[config.mk]
export PLATFORM = sky130hd
export DESIGN_NAME = cram_loader
export DESIGN_NICKNAME = d
export VERILOG_FILES = /design/src/rtl/cram_loader.sv
export SDC_FILE = /design/constraint.sdc
export NUM_CORES = 1
export LEC_CHECK = 0
export ABC_AREA = 1
export BUFFER_PORTS_ARGS = -buffer_cell sky130_fd_sc_hd__buf_4
export CAP_MARGIN = 40
export CORE_MARGIN = 10
export CORE_UTILIZATION = 50
export CTS_CLUSTER_SIZE = 16
export DETAILED_ROUTE_END_ITERATION = 7
export PLACE_DENSITY_LB_ADDON = 0.15
export SLEW_MARGIN = 10
export SYNTH_ARGS = -nofsm -noshare
export SYNTH_HDL_FRONTEND = slang
export SYNTH_SLANG_ARGS = --single-unit
[constraint.sdc]
create_clock -name clk -period 2.32 [get_ports clk]
set_input_delay 0.232 -clock clk [delete_from_list [all_inputs] [get_ports clk]]
set_output_delay 0.232 -clock clk [all_outputs]
set_load 0.01 [all_outputs]
[src/rtl/cram_loader.sv]
// cram_loader: streams config words MSB-first into the serial CRAM chain,
// keeps a CRC-16 of the written bits and optionally verifies by full rotation.
module cram_loader #(
    parameter int WORD_W    = 8,
    parameter int CHAIN_LEN = 384,
    parameter int CNT_W     = $clog2(CHAIN_LEN + 1)
) (
    input  logic              clk,
    input  logic              rst,
    input  logic              start,
    input  logic              verify,
    input  logic              abort,
    input  logic [WORD_W-1:0] wr_data,
    input  logic              wr_valid,
    output logic              wr_ready,
    output logic              config_en,
    output logic              config_data_in,
    input  logic              config_data_out,
    output logic              busy,
    output logic              done,
    output logic              pass,
    output logic [15:0]       crc
);

    localparam int BC_W = $clog2(WORD_W + 1);
    localparam logic [CNT_W-1:0] LEN       = CNT_W'(CHAIN_LEN);
    localparam logic [CNT_W-1:0] LAST      = CNT_W'(CHAIN_LEN - 1);
    localparam logic [CNT_W-1:0] WORD_BITS = CNT_W'(WORD_W);
    localparam logic [CNT_W-1:0] CNT_ONE   = CNT_W'(1);
    localparam logic [BC_W-1:0]  BC_ONE    = BC_W'(1);
    localparam logic [BC_W-1:0]  BC_FULL   = BC_W'(WORD_W);
    localparam logic [15:0]      POLY      = 16'h1021;
    localparam logic [15:0]      CRC_INIT  = 16'hFFFF;

    typedef enum logic [1:0] {
        S_IDLE,
        S_LOAD,
        S_VERIFY,
        S_DONE
    } state_t;

    state_t            state_q, state_d;
    logic [CNT_W-1:0]  bit_cnt_q, bit_cnt_d;
    logic [CNT_W-1:0]  rot_cnt_q, rot_cnt_d;
    logic [CNT_W-1:0]  left_q, left_d;
    logic [CNT_W-1:0]  take;
    logic [WORD_W-1:0] wbuf_q, wbuf_d;
    logic [BC_W-1:0]   buf_cnt_q, buf_cnt_d;
    logic [15:0]       crc_q, crc_d;
    logic [15:0]       crc_rd_q, crc_rd_d;
    logic [15:0]       crc_rd_nx;
    logic              pass_q, pass_d;
    logic              verify_q, verify_d;
    logic              shift_bit;
    logic              fb;
    logic              fb_rd;

    // Next-state, datapath and output decode for the load/verify sequencer
    always_comb begin
        state_d   = state_q;
        bit_cnt_d = bit_cnt_q;
        rot_cnt_d = rot_cnt_q;
        left_d    = left_q;
        wbuf_d    = wbuf_q;
        buf_cnt_d = buf_cnt_q;
        crc_d     = crc_q;
        crc_rd_d  = crc_rd_q;
        pass_d    = pass_q;
        verify_d  = verify_q;

        wr_ready       = 1'b0;
        config_en      = 1'b0;
        config_data_in = 1'b0;
        busy           = (state_q != S_IDLE);
        done           = (state_q == S_DONE);

        shift_bit = wbuf_q[WORD_W-1];
        fb        = crc_q[15] ^ shift_bit;
        fb_rd     = crc_rd_q[15] ^ config_data_out;
        crc_rd_nx = {crc_rd_q[14:0], 1'b0} ^ (fb_rd ? POLY : 16'h0000);
        take      = (left_q >= WORD_BITS) ? WORD_BITS : left_q;

        unique case (state_q)
            S_IDLE: begin
                if (start && !abort) begin
                    bit_cnt_d = '0;
                    rot_cnt_d = '0;
                    left_d    = LEN;
                    buf_cnt_d = '0;
                    crc_d     = CRC_INIT;
                    crc_rd_d  = CRC_INIT;
                    pass_d    = 1'b0;
                    verify_d  = verify;
                    state_d   = S_LOAD;
                end
            end
            S_LOAD: begin
                wr_ready = (buf_cnt_q <= BC_ONE) && (left_q != '0);
                if (buf_cnt_q != '0) begin
                    config_en      = 1'b1;
                    config_data_in = shift_bit;
                    wbuf_d         = wbuf_q << 1;
                    buf_cnt_d      = buf_cnt_q - BC_ONE;
                    bit_cnt_d      = bit_cnt_q + CNT_ONE;
                    crc_d = {crc_q[14:0], 1'b0} ^ (fb ? POLY : 16'h0000);
                    if (bit_cnt_q == LAST) begin
                        rot_cnt_d = '0;
                        state_d   = verify_q ? S_VERIFY : S_DONE;
                    end
                end
                // A word taken while the last buffered bit shifts keeps the stream gap-free
                if (wr_valid && wr_ready) begin
                    wbuf_d    = wr_data;
                    buf_cnt_d = (left_q >= WORD_BITS) ? BC_FULL : BC_W'(left_q);
                    left_d    = left_q - take;
                end
            end
            S_VERIFY: begin
                config_en      = 1'b1;
                config_data_in = config_data_out;
                crc_rd_d       = crc_rd_nx;
                rot_cnt_d      = rot_cnt_q + CNT_ONE;
                if (rot_cnt_q == LAST) begin
                    pass_d  = (crc_rd_nx == crc_q);
                    state_d = S_DONE;
                end
            end
            S_DONE: begin
                state_d = S_IDLE;
            end
        endcase

        if (abort) begin
            state_d = S_IDLE;
        end
    end

    // State and datapath registers; reset clears results as well
    always_ff @(posedge clk) begin
        if (rst) begin
            state_q   <= S_IDLE;
            bit_cnt_q <= '0;
            rot_cnt_q <= '0;
            left_q    <= '0;
            wbuf_q    <= '0;
            buf_cnt_q <= '0;
            crc_q     <= '0;
            crc_rd_q  <= '0;
            pass_q    <= 1'b0;
            verify_q  <= 1'b0;
        end else begin
            state_q   <= state_d;
            bit_cnt_q <= bit_cnt_d;
            rot_cnt_q <= rot_cnt_d;
            left_q    <= left_d;
            wbuf_q    <= wbuf_d;
            buf_cnt_q <= buf_cnt_d;
            crc_q     <= crc_d;
            crc_rd_q  <= crc_rd_d;
            pass_q    <= pass_d;
            verify_q  <= verify_d;
        end
    end

    assign pass = pass_q;
    assign crc  = crc_q;

endmodule

==> PnR_summary.wiki <==
{| class="wikitable"
! Metric !! Value
|-
| Leakage power || 1.92 nW
|-
| CP arrival || 1.85 ns
|-
| Post-synthesis cell type count || 36
|-
| Die height || about 110 um
|-
| Combinational share of power || 21.0%
|-
| Number of antenna violations at the first check in global routing || 0
|-
| Met1 Track Usage GR || 20.9%
|-
| Status || completed
|-
| Placement Rows || 32
|-
| TritonCTS buffer count || 9
|-
| Count of nets left with antenna violations after detail routing || 0
|-
| Most area-hungry cell type in the Yosys netlist || dfxtp_1
|-
| Max frequency || 480 MHz
|-
| Final critical delay including setup and external delays || between 2 and 2.5 ns
|-
| Top cells by area in the synthesized netlist || dfxtp_1, nand2_1, inv_1
|-
| Placeable core area || 7730 sq um
|-
| Register area share after synthesis || 37.8%
|-
| Placed Cells incl. Taps || 690
|-
| N_diodes || 0
|-
| Sw frac || 32.3%
|-
| Syn Std Cell Area || 3970 sq um
|-
| Routability cong. || 0.863
|-
| Met3 GRT Util || 3.48%
|-
| Clock edge transition at the registers on the reported setup and hold paths || 0.08 ns
|-
| Period utilization || 89.8%
|-
| Ratio of cells with drive above 1 in the final layout || between 10% and 20%
|-
| DRC violations left || 0
|-
| Global route overflow || 0
|-
| Layout net count || ~630
|-
| Vias in the first global route || 3440
|-
| Worst min-delay path category || primary input to flop
|-
| Number of violations reported at the end of detailed-routing iteration 0 || 138
|-
| Portion of synthesized cell area occupied by the leading cell type || 37.8%
|-
| TritonCTS clock tree || yes
|-
| Vias || 3698
|-
| Overall Global Routing Usage || 16.4%
|-
| Post-placement worst setup slack || roughly 0.27 ns
|-
| Post-detailed-route via-to-cell ratio || 5.24
|-
| Total setup violations reported at the end of the flow || 0
|-
| Worst setup path start || state_q[1]
|-
| Total count of max-transition violations in the final report || 0
|-
| Overall die width || 109 um
|-
| Type of the worst setup path || flop to output pin
|-
| Internal power || roughly 2 mW
|-
| CTS Buffer Depth || 2
|-
| Critical Path End Type || output pin
|-
| Maximum number of pins on one net before global-route repair || 44
|-
| Worst path top cell family by delay || buffers and inverters
|-
| Max-capacitance violation count || 0
|-
| Switch Pwr || 0.968 mW
|-
| Pre-Repair DR Iteration Count || 4
|-
| Quantity of I/O buffers inserted on ports || 36
|-
| DIE AREA || 11900 sq um
|-
| Hold Startpoint || abort
|-
| Number of synthesized register bits || 75
|-
| Most frequent standard cell in the layout excluding fill and tap cells || nand2_1
|-
| Overall routed net length || 9.34 mm
|-
| Ports placed on the boundary || 37
|-
| Gate count of the mapped netlist || 562
|-
| Sum Neg Setup Slack || 0 ns
|-
| Global routing's busiest layer || met2
|-
| Global-route track usage on met2 || 26.7%
|-
| CP required || 2.09 ns
|-
| Slowest stage delay, CP || 0.36 ns
|-
| Power density over cell area || around 660 nW/um^2
|-
| Clk network pwr share || 30.6%
|-
| Worst vdd rail ir drop || around 0.3 mV
|-
| Buffer type at the clock tree root || clkbuf_8
|-
| Synthesis warning total || 0
|-
| Clock latency of the later-clocked register in the worst-skew pair || between 0.3 and 0.4 ns
|-
| Post-Layout Cell Count || roughly 700
|-
| CP most frequent cell || inv_1
|-
| # hold bufs at CTS || 0
|-
| First-pass GRT wire length || 16.2 mm
|-
| Cell type of the slowest stage on the worst timing path || dfxtp_1
|-
| Part of the total power dissipated in sequential elements || 48.4%
|-
| Sinks on Clock Net || 75
|-
| Dpl hpwl || 6.95 mm
|-
| Fin. Hold Viols || 0
|-
| Layout-stage area growth over the synthesis result || 13.8%
|-
| Mapped Nets || ~590
|-
| Buf+Inv Stages, Crit Path || 4
|-
| Routed length per placed instance || about 13 um
|-
| Clk_skew || 0.0114 ns
|-
| CP Cell Sequence || inv_1 > ha_2 > inv_1 > nor2_1 > inv_1 > a21oi_1 > buf_4
|-
| Number of H-tree levels || 3
|-
| Setup crit start kind || flop
|-
| Initial core utilization || 51.4%
|-
| Unrepaired setup endpoints after global routing || no
|-
| Most frequent cells in the layout || nand2_1, dfxtp_1, inv_1
|-
| Post-route worst setup slack || 0.236 ns
|-
| Overall power after layout || 3.00 mW
|-
| Biggest fanout along the worst timing path || 8
|-
| Startpoint of the worst register-to-register path || buf_cnt_q[1]
|-
| Synthesized area divided by synthesized cell count || between 7 and 8 sq um
|}
-- Yosys cell counts --
library cell / instances
xor2_1: 12
buf_6: 2
xnor2_1: 4
nand3_1: 23
nand4_1: 13
buf_4: 1
nor2_1: 68
nor3_2: 1
or2_2: 1
o21ai_1: 1
nand2_1: 124
dfxtp_1: 75
buf_2: 5
a31oi_1: 4
o21bai_1: 1
nand4_2: 1
inv_2: 6
nand2_4: 2
clkbuf_1: 10
a21boi_2: 1
nor3b_1: 3
o21ai_0: 31
nand2_8: 1
a221oi_1: 21
nand2_2: 3
conb_1: 2
ha_1: 11
nand3_2: 3
o221a_2: 1
nor2_2: 7
nand3b_1: 4
a21oi_1: 31
a211oi_1: 5
inv_1: 72
nor3_1: 10
nor2_4: 2
-- per-layer routing --
layer	routed length [um]	vias to the layer above
met1	4360	1704
met3	555	8
met4	91	0
met2	4340	79
met5	0	-
li1	-	1907
-- metrics by stage --
step,cell area (sq um),hold WS [ns],util [%]
after global routing,4520,0.154,58.5
after floorplan,3970,0.379,-
after detailed placement,4340,0.451,56.1
after CTS,4510,0.130,58.4
final,4520,0.141,58.5
after global placement,4330,0.438,56.0
-- power by group through the flow --
stage	Sequential [mW]	Combinational (mW)	Clock [mW]
finish	1.45	0.629	0.918
CTS	1.45	0.634	0.940
global placement	1.48	0.616	0
detailed placement	1.48	0.631	0
global route	1.47	0.712	1.00
floorplan	1.48	0.449	0
-- final timing paths --
check | to | cells past startpoint | slack, ns
setup / recovery | config_en | 7 | 0.24
hold / removal | state_q[0] | 4 | 0.14
setup reg to reg | buf_cnt_q[0] | 11 | 0.24
hold reg to reg | bit_cnt_q[8] | 1 | 0.46
-- worst register-to-register path, cell delays in order, from the launching register on --
cell and delay [ns]:
dfxtp_1 0.30, inv_1 0.12, ha_1 0.22, nor2_1 0.07
nor3_2 0.26, nand3_2 0.38, nand2_4 0.23, nand2_8 0.10
nand2_4 0.09, inv_2 0.05, nor2_1 0.13, nor2_2 0.04
-- area by class of cell --
cell class	instances	area, sq um
clock buffer	10	138
fill	755	3210
clock inverter	6	41.3
timing repair buffer	44	330
multi-input combinational	391	2090
tap	102	128
sequential	75	1500
inverter	78	293
-- cells by family after synthesis --
kind of cell	after synthesis	synth area share (%)
buf+inv	96	9.71
fa+ha+maj	11	3.47
xor+xnor	16	3.53
flops	75	37.8
other cells	2	0.189
compound gates	96	14.9
simple gates	266	30.4
-- repair_timing --
| action | in CTS | in global routing |
|---|---|---|
| setup endpoints to repair | 0 | 2 |
| buffers inserted | 0 | 0 |
| gates resized for setup | 0 | 1 |
-- flip-flops by register name (all words and copies together) (netlist names) --
name / count
crc: 16
verify_q: 1
wbuf_q: 8
rot_cnt_q: 9
bit_cnt_q: 9
pass: 1
crc_rd_q: 16
left_q: 9
state_q: 2
buf_cnt_q: 4
No activity file was read; power rests on OpenSTA's default activity.
